<file path="config.mk">
export PLATFORM = sky130hd
export DESIGN_NAME = bitsplit_ctrl_flat
export DESIGN_NICKNAME = d
export VERILOG_FILES = /design/src/rtl/bitsplit_ctrl_if.sv /design/src/rtl/bitsplit_ctrl.sv /design/src/flat_wrapper.sv
export SDC_FILE = /design/constraint.sdc
export NUM_CORES = 1
export LEC_CHECK = 0
export CAP_MARGIN = 15
export CORE_MARGIN = 2
export CORE_UTILIZATION = 50
export DETAILED_ROUTE_END_ITERATION = 6
export HOLD_SLACK_MARGIN = 0.03
export PLACE_DENSITY = 0.84
export SYNTH_ARGS = -nofsm -noshare
export SYNTH_HDL_FRONTEND = slang
export SYNTH_SLANG_ARGS = --single-unit
export TNS_END_PERCENT = 50
</file>
<file path="constraint.sdc">
create_clock -name clk -period 2.09 [get_ports clk]
set_input_delay 0.209 -clock clk [delete_from_list [all_inputs] [get_ports clk]]
set_output_delay 0.209 -clock clk [all_outputs]
set_load 0.01 [all_outputs]
</file>
<file path="src/rtl/bitsplit_ctrl_if.sv">
// Handshake bundle for the bit-splitter sequencer: serial input stream on one
// side, captured even/odd nibbles with valid/ready on the other.
interface bitsplit_ctrl_if #(
  parameter int NIBBLE = 4
);
  logic              din;
  logic              din_valid;
  logic              din_ready;
  logic [NIBBLE-1:0] out_eve;
  logic [NIBBLE-1:0] out_odd;
  logic              out_valid;
  logic              out_ready;

  // master is the sequencer; slave is the upstream/downstream environment.
  modport master (
    input  din, din_valid, out_ready,
    output din_ready, out_eve, out_odd, out_valid
  );

  modport slave (
    output din, din_valid, out_ready,
    input  din_ready, out_eve, out_odd, out_valid
  );
endinterface

</file>
<file path="src/rtl/bitsplit_ctrl.sv">
// Sequencer for the even/odd SIPO bit-splitter: steers a 2*NIBBLE-bit serial
// frame into two lanes, captures both nibbles and hands them off downstream.
module bitsplit_ctrl #(
  parameter int NIBBLE = 4,
  parameter int CNT_W  = 8
) (
  input  logic              clk,
  input  logic              reset,
  bitsplit_ctrl_if.master   bus,
  input  logic              start,
  output logic              dataeve,
  output logic              dataodd,
  output logic              outt,
  output logic              sipo_clr,
  input  logic [NIBBLE-1:0] sipo_eve,
  input  logic [NIBBLE-1:0] sipo_odd,
  output logic              busy,
  output logic              err_underrun,
  output logic [CNT_W-1:0]  frame_cnt
);

  localparam int BCW = (2 * NIBBLE > 1) ? $clog2(2 * NIBBLE) : 1;
  localparam logic [BCW-1:0] LAST_BIT = BCW'(2 * NIBBLE - 1);

  typedef enum logic [2:0] {
    S_IDLE,
    S_ARM,
    S_FILL,
    S_SETTLE,
    S_DRAIN
  } state_t;

  state_t         state;
  logic [BCW-1:0] bit_cnt;

  // Both lanes see the raw bit; outt decides which SIPO lane actually shifts.
  assign dataeve = bus.din;
  assign dataodd = bus.din;
  assign busy    = (state != S_IDLE);

  // NOTE: every register here is state, so all assignments are non-blocking;
  // a blocking write would let later statements see the new value mid-edge.
  always_ff @(posedge clk or posedge reset) begin
    if (reset) begin
      state         <= S_IDLE;
      bit_cnt       <= '0;
      outt          <= 1'b0;
      sipo_clr      <= 1'b1;
      bus.din_ready <= 1'b0;
      bus.out_valid <= 1'b0;
      bus.out_eve   <= '0;
      bus.out_odd   <= '0;
      err_underrun  <= 1'b0;
      frame_cnt     <= '0;
    end else begin
      // NOTE: defaulting the strobe low each edge makes it a single-cycle pulse
      // without needing a separate clearing state.
      err_underrun <= 1'b0;

      case (state)
        S_IDLE: begin
          if (start) begin
            state    <= S_ARM;
            sipo_clr <= 1'b0;
            bit_cnt  <= '0;
            outt     <= 1'b0;
          end
        end

        S_ARM: begin
          bit_cnt       <= '0;
          outt          <= 1'b0;
          bus.din_ready <= 1'b1;
          state         <= S_FILL;
        end

        S_FILL: begin
          if (bus.din_valid) begin
            bit_cnt <= bit_cnt + BCW'(1);
            outt    <= ~outt;
            if (bit_cnt == LAST_BIT) begin
              bus.din_ready <= 1'b0;
              state         <= S_SETTLE;
            end
          end else begin
            // Upstream broke the gapless frame: drop it and clear the lanes.
            err_underrun  <= 1'b1;
            sipo_clr      <= 1'b1;
            bus.din_ready <= 1'b0;
            state         <= S_IDLE;
          end
        end

        S_SETTLE: begin
          // The last bit has shifted in by now; capture both lanes.
          bus.out_eve   <= sipo_eve;
          bus.out_odd   <= sipo_odd;
          bus.out_valid <= 1'b1;
          state         <= S_DRAIN;
        end

        S_DRAIN: begin
          if (bus.out_ready) begin
            bus.out_valid <= 1'b0;
            frame_cnt     <= frame_cnt + CNT_W'(1);
            sipo_clr      <= 1'b1;
            state         <= S_IDLE;
          end
        end

        default: begin
          state         <= S_IDLE;
          sipo_clr      <= 1'b1;
          bus.din_ready <= 1'b0;
          bus.out_valid <= 1'b0;
        end
      endcase
    end
  end

endmodule

</file>
<file path="src/flat_wrapper.sv">
// flat-port wrapper written by rule: the top's interface ports become plain ports
module bitsplit_ctrl_flat 
#(
  parameter int NIBBLE = 4,
  parameter int CNT_W  = 8
)
  (clk, reset, start, dataeve, dataodd, outt, sipo_clr, sipo_eve, sipo_odd, busy, err_underrun, frame_cnt, bus_din, bus_din_valid, bus_out_ready, bus_din_ready, bus_out_eve, bus_out_odd, bus_out_valid);
  bitsplit_ctrl_if #(.NIBBLE(NIBBLE)) bus_i ();
  input  logic clk;
  input  logic reset;
  input  logic start;
  output logic dataeve;
  output logic dataodd;
  output logic outt;
  output logic sipo_clr;
  input  logic [NIBBLE-1:0] sipo_eve;
  input  logic [NIBBLE-1:0] sipo_odd;
  output logic busy;
  output logic err_underrun;
  output logic [CNT_W-1:0] frame_cnt;
  input wire logic [$bits(bus_i.din)-1:0] bus_din;
  input wire logic [$bits(bus_i.din_valid)-1:0] bus_din_valid;
  input wire logic [$bits(bus_i.out_ready)-1:0] bus_out_ready;
  output wire logic [$bits(bus_i.din_ready)-1:0] bus_din_ready;
  output wire logic [$bits(bus_i.out_eve)-1:0] bus_out_eve;
  output wire logic [$bits(bus_i.out_odd)-1:0] bus_out_odd;
  output wire logic [$bits(bus_i.out_valid)-1:0] bus_out_valid;
  assign bus_i.din = bus_din;
  assign bus_i.din_valid = bus_din_valid;
  assign bus_i.out_ready = bus_out_ready;
  assign bus_din_ready = bus_i.din_ready;
  assign bus_out_eve = bus_i.out_eve;
  assign bus_out_odd = bus_i.out_odd;
  assign bus_out_valid = bus_i.out_valid;
  bitsplit_ctrl #(.NIBBLE(NIBBLE), .CNT_W(CNT_W)) u_core (.clk(clk), .reset(reset), .bus(bus_i), .start(start), .dataeve(dataeve), .dataodd(dataodd), .outt(outt), .sipo_clr(sipo_clr), .sipo_eve(sipo_eve), .sipo_odd(sipo_odd), .busy(busy), .err_underrun(err_underrun), .frame_cnt(frame_cnt));
endmodule
</file>
# Yosys cells after proc, flatten, opt, wreduce, memory -nomap -nowiden
# Index checks and enable logic that the tools add are counted.
[word_totals]
reg_bits = 27
latch_bits = 0
ramBits = 0
rom_bits = 0
in_bits = 14
word_cells = 59
n_memories = 0
[classes]
n_addsub = 2
multipliers = 0
div_mod_pow = 0
n_lt_le_gt_ge = 0
eq_ne = 10
n_shift = 0
muxes = 21
bitwise_logic = 4
n_reduce_logical = 12
[op_table]
columns = ["operator", "n"]
rows = [
  ["2-to-1 mux 3 bit", 6],
  ["case mux 3 bit (5 select lines)", 1],
  ["2-to-1 mux 1 bit", 9],
  ["case mux 1 bit (3 select lines)", 3],
  ["case mux 3 bit (3 select lines)", 1],
  ["adder 8 x 1 -> 8 bit, second input constant", 1],
  ["!= test 2 bit, second input constant", 4],
  ["equality test 3 x 2 -> 1 bit, second input constant", 2],
  ["equality test 3 bit, second input constant", 2],
  ["AND reduction 2 bit", 3],
  ["AND reduction 3 bit", 2],
  ["nonzero test 3 bit", 2],
  ["OR reduction 3 bit", 2],
  ["inverter 1 bit", 4],
  ["case mux 1 bit (4 select lines)", 1],
  ["AND reduction 4 bit", 1],
  ["adder 3 x 1 -> 3 bit, second input constant", 1],
  ["equality test 3 x 1 -> 1 bit, second input constant", 1],
  ["logical NOT 3 bit", 1],
  ["!= test 3 x 2 -> 1 bit, second input constant", 1],
  ["OR reduction 2 bit", 1],
]

# Logic depth before layout (Yosys ltp)
[logic_depth]
ltp_word = 4
mapped_depth = 5

# Worst setup path after synthesis
# No wires, ideal clock.
[synth_path]
path_kind = "register to output"
from = "reg u_core.state[0]"
to = "out busy"
arrival_time_ns = 1.023
required_time_ns = 1.881
setup_slack_ns = 0.858
stages_incl_launch_ff = 4
path_cell_list = "dfrtp_1 buf_6 buf_2 or3_1"
[synth_between]
elab_chain_cells = 1
[synth_rtl]
columns = ["item", "line_no", "source"]
rows = [
  ["from (decl)", "bitsplit_ctrl.sv:33", "state_t state;"],
  ["from (signal assigned)", "bitsplit_ctrl.sv:45", "state <= S_IDLE;"],
  ["from (signal assigned)", "bitsplit_ctrl.sv:63", "state <= S_ARM;"],
  ["from (signal assigned)", "bitsplit_ctrl.sv:74", "state <= S_FILL;"],
  ["nonzero test 3 bit", "bitsplit_ctrl.sv:39", "assign busy = (state != S_IDLE);"],
  ["to (decl)", "flat_wrapper.sv:18", "output logic busy;"],
]
# Every way passes these cells.

# Worst setup path after layout
# Ends and elaborated chain as after synthesis.

==> results.md <==
- The flow ran to the end, and the final reports show no timing, DRC or antenna violations.
- The number of buffers added to fix hold violations after cts is 0.
- The detailed router finished its first iteration with 25 violations.
- The vertical die dimension is 54.8 um.
- The top achievable clock speed is 514 MHz.
- Setup repair after global routing left no endpoint under its margin.
- The ratio of final minimum period to clock period is 93.1%.
- The total number of nets in the final design is 163.
- For this run the aggregate overflow at the end of global routing stands at 0.
- The master cell of the clock root buffer is sky130_fd_sc_hd__clkbuf_4.
- The Yosys step of the flow raised 0 warnings.
- The total area inside the core boundary comes to 2450 um2.
- The largest voltage drop on the vdd net is 0.824 mV.
- Once detail routing completed, the nets flagged for antenna violations numbered 0.
- The initial antenna violation count is 0.
- The TritonCTS buffer count is 3.
- The proportion of total power due to net switching is 34.2%.
- The area added between synthesis and finish is 28.7%.
- The completed layout was analyzed and its total power is 1990 uW.
- Adding up every negative setup slack in the final design gives 0 ns.
- The post-synthesis net count is 130.
- Once placement finished, the instance area stood at 1630 um2.
- The cell family with the largest share of critical-path delay is flip-flops.
- The share of the yosys chip area belonging to registers is 52.5%.
- Entering global routing, the biggest net connects 28 pins.
- The number of buffers inserted by port buffering is 34.
- In the global route stage, met1 resource usage came out at 23.8%.
- The die covers 3000 um2.
- The row count is 18.
- The number of top-level design ports is 38.
- The number of pins with negative max-slew slack in the final report is 0.
- The busiest metal layer after global routing is met2.
- The path class of the tightest hold or removal check is input port to asynchronous set/reset pin.
- At the end of routability-driven placement, the weighted congestion stood at 0.752.
- Measured against its own limit, the worst slew margin works out to 69.7%.
- The switching component of the power is 679 uW.
- After clock tree synthesis, the clock-pin slew on the worst setup and hold paths is 0.14 ns.
- The first detailed-routing pass ran for 4 iterations.
- After synthesis, the netlist uses 34 different library cells.
- The met2 track utilization from global routing is 35.7%.
- The count of mapped cells out of synthesis is 113.
- The final-report hold violation count is 0.
- The clock drives 27 sinks.
- For this design, the slowest cell found on the critical path is sky130_fd_sc_hd__dfrtp_2.
- For this design the static power due to leakage is 0.000714 uW.
- The power per unit of standard cell area is 1200 nW/um2.
- The end-of-flow core utilization is 67.6%.
- The arrival time reported for the critical path endpoint is 1.74 ns.
- The part of the total power dissipated in sequential elements is 44.2%.
- In this run the number of H-tree levels came out at 1.
- The category of the worst setup path launch point is a flop.
- In the final routed layout, each cell accounts on average for 15.0 um.
- The clock skew is 0.00108 ns.
- The post-route netlist has 13.1% of its cells at a drive strength greater than 1.
- The first-pass GRT wire length is 4.15 mm.
- STA classifies the critical path endpoint as an output pin.
- Across all setup checks in the final design, the least slack found is 0.145 ns.
- The die is 54.8 um wide.
- For this run, design rule violations remaining after detail routing come to 0.
- For the pin with the worst max-slew slack, the measured transition is 0.453 ns.
- The number of buffers and inverters on the critical path is 1.
- The share of power burned in combinational logic is 44.4%.
- Global routing used 19.6% of the available tracks across all layers.
- For this block, the via count after detailed routing is 941.
- The insertion delay to the later sink of the worst-skew pair is 0.32 ns.
- The total internal power is 1310 uW.
- The deepest clock path buffer count is 2.
- TritonCTS built the clock tree.
- Before CTS, the worst setup slack after placement is 0.421 ns.
- For this run, the slowest stage of the critical path takes 0.54 ns.
- For this block, the routed nets add up to 2.62 mm of wire.
- The detailed placer's ending HPWL is 1.94 mm.
- The met3 track demand over resource in global routing is 3.01%.
- Each instance of the synthesized netlist takes up on average 11.4 um2.
- The final setup violation count is 0.
- The via count of the first global-routing pass is 913.
- The design area is 1660 um2.
- Once the floorplan was initialized, standard cells occupied 52.5% of the core.
- The maximum net fanout on the critical path is 19.
- After synthesis the cells add up to 1290 um2.
- The repair_antennas step left the layout with diodes totalling 0.
- Max-cap violations in this run came to 0.
- The critical path start-end classification is flop to output pin.
- The data required time at the worst endpoint is 1.88 ns.
- The clock group share of total power is 11.4%.
- Counting I/O delays and the setup requirement, the final critical path takes 1.95 ns.
- After detailed routing, the number of vias per cell comes to 5.38.
- Counting flops and latches in the post-synthesis netlist gives 27.
- The critical path goes through or3_1 -> clkdlybuf4s50_1.
[placed cells by master (no fill, tap or decap), types with 2 or more instances in the layout]
master | Yosys | layout
sky130_fd_sc_hd__dfrtp_1 | 26 | 25
sky130_fd_sc_hd__clkdlybuf4s50_1 | 0 | 34
sky130_fd_sc_hd__o22ai_1 | 2 | 2
sky130_fd_sc_hd__nand2_1 | 9 | 9
sky130_fd_sc_hd__nor2_1 | 5 | 5
sky130_fd_sc_hd__nand4_1 | 5 | 5
sky130_fd_sc_hd__inv_1 | 6 | 6
sky130_fd_sc_hd__xnor2_1 | 4 | 4
sky130_fd_sc_hd__o21ai_0 | 4 | 4
sky130_fd_sc_hd__nand2b_1 | 3 | 3
sky130_fd_sc_hd__ha_1 | 3 | 3
sky130_fd_sc_hd__a21oi_1 | 3 | 3
sky130_fd_sc_hd__clkbuf_4 | 0 | 3
sky130_fd_sc_hd__nor3_1 | 3 | 3
sky130_fd_sc_hd__mux2_2 | 9 | 9
sky130_fd_sc_hd__xor2_1 | 3 | 3
sky130_fd_sc_hd__nand3b_1 | 2 | 2
sky130_fd_sc_hd__o32a_1 | 2 | 2
sky130_fd_sc_hd__mux2i_1 | 2 | 2
sky130_fd_sc_hd__buf_4 | 3 | 3
[repair_timing]
action                     CTS  global route
buffers inserted             0             0
setup endpoints to repair    0             1
resized for setup            0             1
[stage by stage]
stage	hold slack, ns	instances
after floorplan	0.261	113
after global placement	0.418	171
after detailed placement	0.418	171
after CTS	0.247	175
after global routing	0.275	175
final	0.233	175
[final timing paths]
kind | from | cells past startpoint | slack [ns] | end
setup / recovery | u_core.state[0] | 2 | 0.14 | busy
hold / removal | reset | 3 | 0.23 | u_core.bus.out_odd[3]
setup reg to reg | u_core.state[1] | 4 | 0.62 | u_core.frame_cnt[7]
hold reg to reg | u_core.frame_cnt[7] | 1 | 0.48 | u_core.frame_cnt[7]
max in group asynchronous | reset | 3 | 1.56 | u_core.sipo_clr
min in group clk | bus_din | 0 | 0.42 | dataodd
[Yosys cell counts]
cell | count | area [um2]
sky130_fd_sc_hd__buf_6 | 1 | 11.3
sky130_fd_sc_hd__and4bb_2 | 1 | 12.5
sky130_fd_sc_hd__ha_1 | 3 | 37.5
sky130_fd_sc_hd__nand2_1 | 9 | 33.8
sky130_fd_sc_hd__or3_1 | 1 | 6.26
sky130_fd_sc_hd__dfstp_2 | 1 | 26.3
sky130_fd_sc_hd__a21oi_1 | 3 | 15.0
sky130_fd_sc_hd__and3_1 | 1 | 6.26
sky130_fd_sc_hd__dfrtp_1 | 26 | 651
sky130_fd_sc_hd__a31oi_1 | 1 | 6.26
sky130_fd_sc_hd__mux2i_1 | 2 | 20.0
sky130_fd_sc_hd__nand4bb_4 | 1 | 27.5
sky130_fd_sc_hd__buf_4 | 3 | 22.5
sky130_fd_sc_hd__a32oi_1 | 1 | 8.76
sky130_fd_sc_hd__mux2_2 | 9 | 101
sky130_fd_sc_hd__o32a_1 | 2 | 20.0
sky130_fd_sc_hd__nand2b_1 | 3 | 18.8
sky130_fd_sc_hd__o31ai_1 | 1 | 7.51
sky130_fd_sc_hd__clkbuf_1 | 1 | 3.75
sky130_fd_sc_hd__o21bai_1 | 1 | 7.51
sky130_fd_sc_hd__nor4b_1 | 1 | 8.76
sky130_fd_sc_hd__o22ai_1 | 2 | 12.5
sky130_fd_sc_hd__xnor2_1 | 4 | 35.0
sky130_fd_sc_hd__nand3_1 | 1 | 5.00
sky130_fd_sc_hd__nor3_1 | 3 | 15.0
sky130_fd_sc_hd__xor2_1 | 3 | 26.3
sky130_fd_sc_hd__nor2_1 | 5 | 18.8
sky130_fd_sc_hd__nand4_1 | 5 | 31.3
sky130_fd_sc_hd__nand3b_1 | 2 | 15.0
sky130_fd_sc_hd__nor2b_1 | 1 | 6.26
sky130_fd_sc_hd__buf_2 | 4 | 20.0
sky130_fd_sc_hd__and3b_1 | 1 | 8.76
sky130_fd_sc_hd__inv_1 | 6 | 22.5
sky130_fd_sc_hd__o21ai_0 | 4 | 20.0
[routing by layer]
metal | wire, um | vias to the layer above | share of wire (%)
li1 | - | 456 | -
met4 | 12 | 0 | 0.46
met1 | 1080 | 456 | 41
met5 | 0 | - | 0
met3 | 132 | 2 | 5.0
met2 | 1400 | 27 | 53
[sequential cells by signal, summed over array words and instances, names as in the netlist]
signal	flops
u_core.bit_cnt	3
u_core.bus.din_ready	1
u_core.bus.out_eve	4
u_core.bus.out_odd	4
u_core.bus.out_valid	1
u_core.err_underrun	1
u_core.frame_cnt	8
u_core.outt	1
u_core.sipo_clr	1
u_core.state	3
[power by group through the flow]
| stage | clock network (uW) | registers, uW | logic, uW |
|---|---|---|---|
| after global routing | 247 | 905 | 968 |
| after detailed placement | 0 | 887 | 886 |
| final | 226 | 878 | 883 |
| after floorplan | 0 | 894 | 457 |
| after global placement | 0 | 869 | 850 |
| after CTS | 227 | 878 | 892 |
[worst min-delay path, delay by kind of cell]
| kind | cells | cell delay [ns] |
|---|---|---|
| buffers and inverters | 3 | 0.77 |
[cell type report]
type | count | area [um2]
repair buffers | 37 | 363
fillers | 203 | 796
flip-flops and latches | 27 | 678
inverters | 6 | 22.5
clock buffers | 4 | 26.3
well taps | 30 | 37.5
multi-input cells | 71 | 532
[kinds of logic after synthesis]
family	count (synthesis)	synth area share, %
AO/OA/AOI/OAI	15	7.57
buffers and inverters	15	6.21
adder cells (fa/ha/maj)	3	2.91
XOR/XNOR	7	4.76
AND/OR/NAND/NOR	35	16.6
flip-flops	27	52.5
multiplexers	11	9.42
Note: power is estimated with default switching activity, not from simulation.
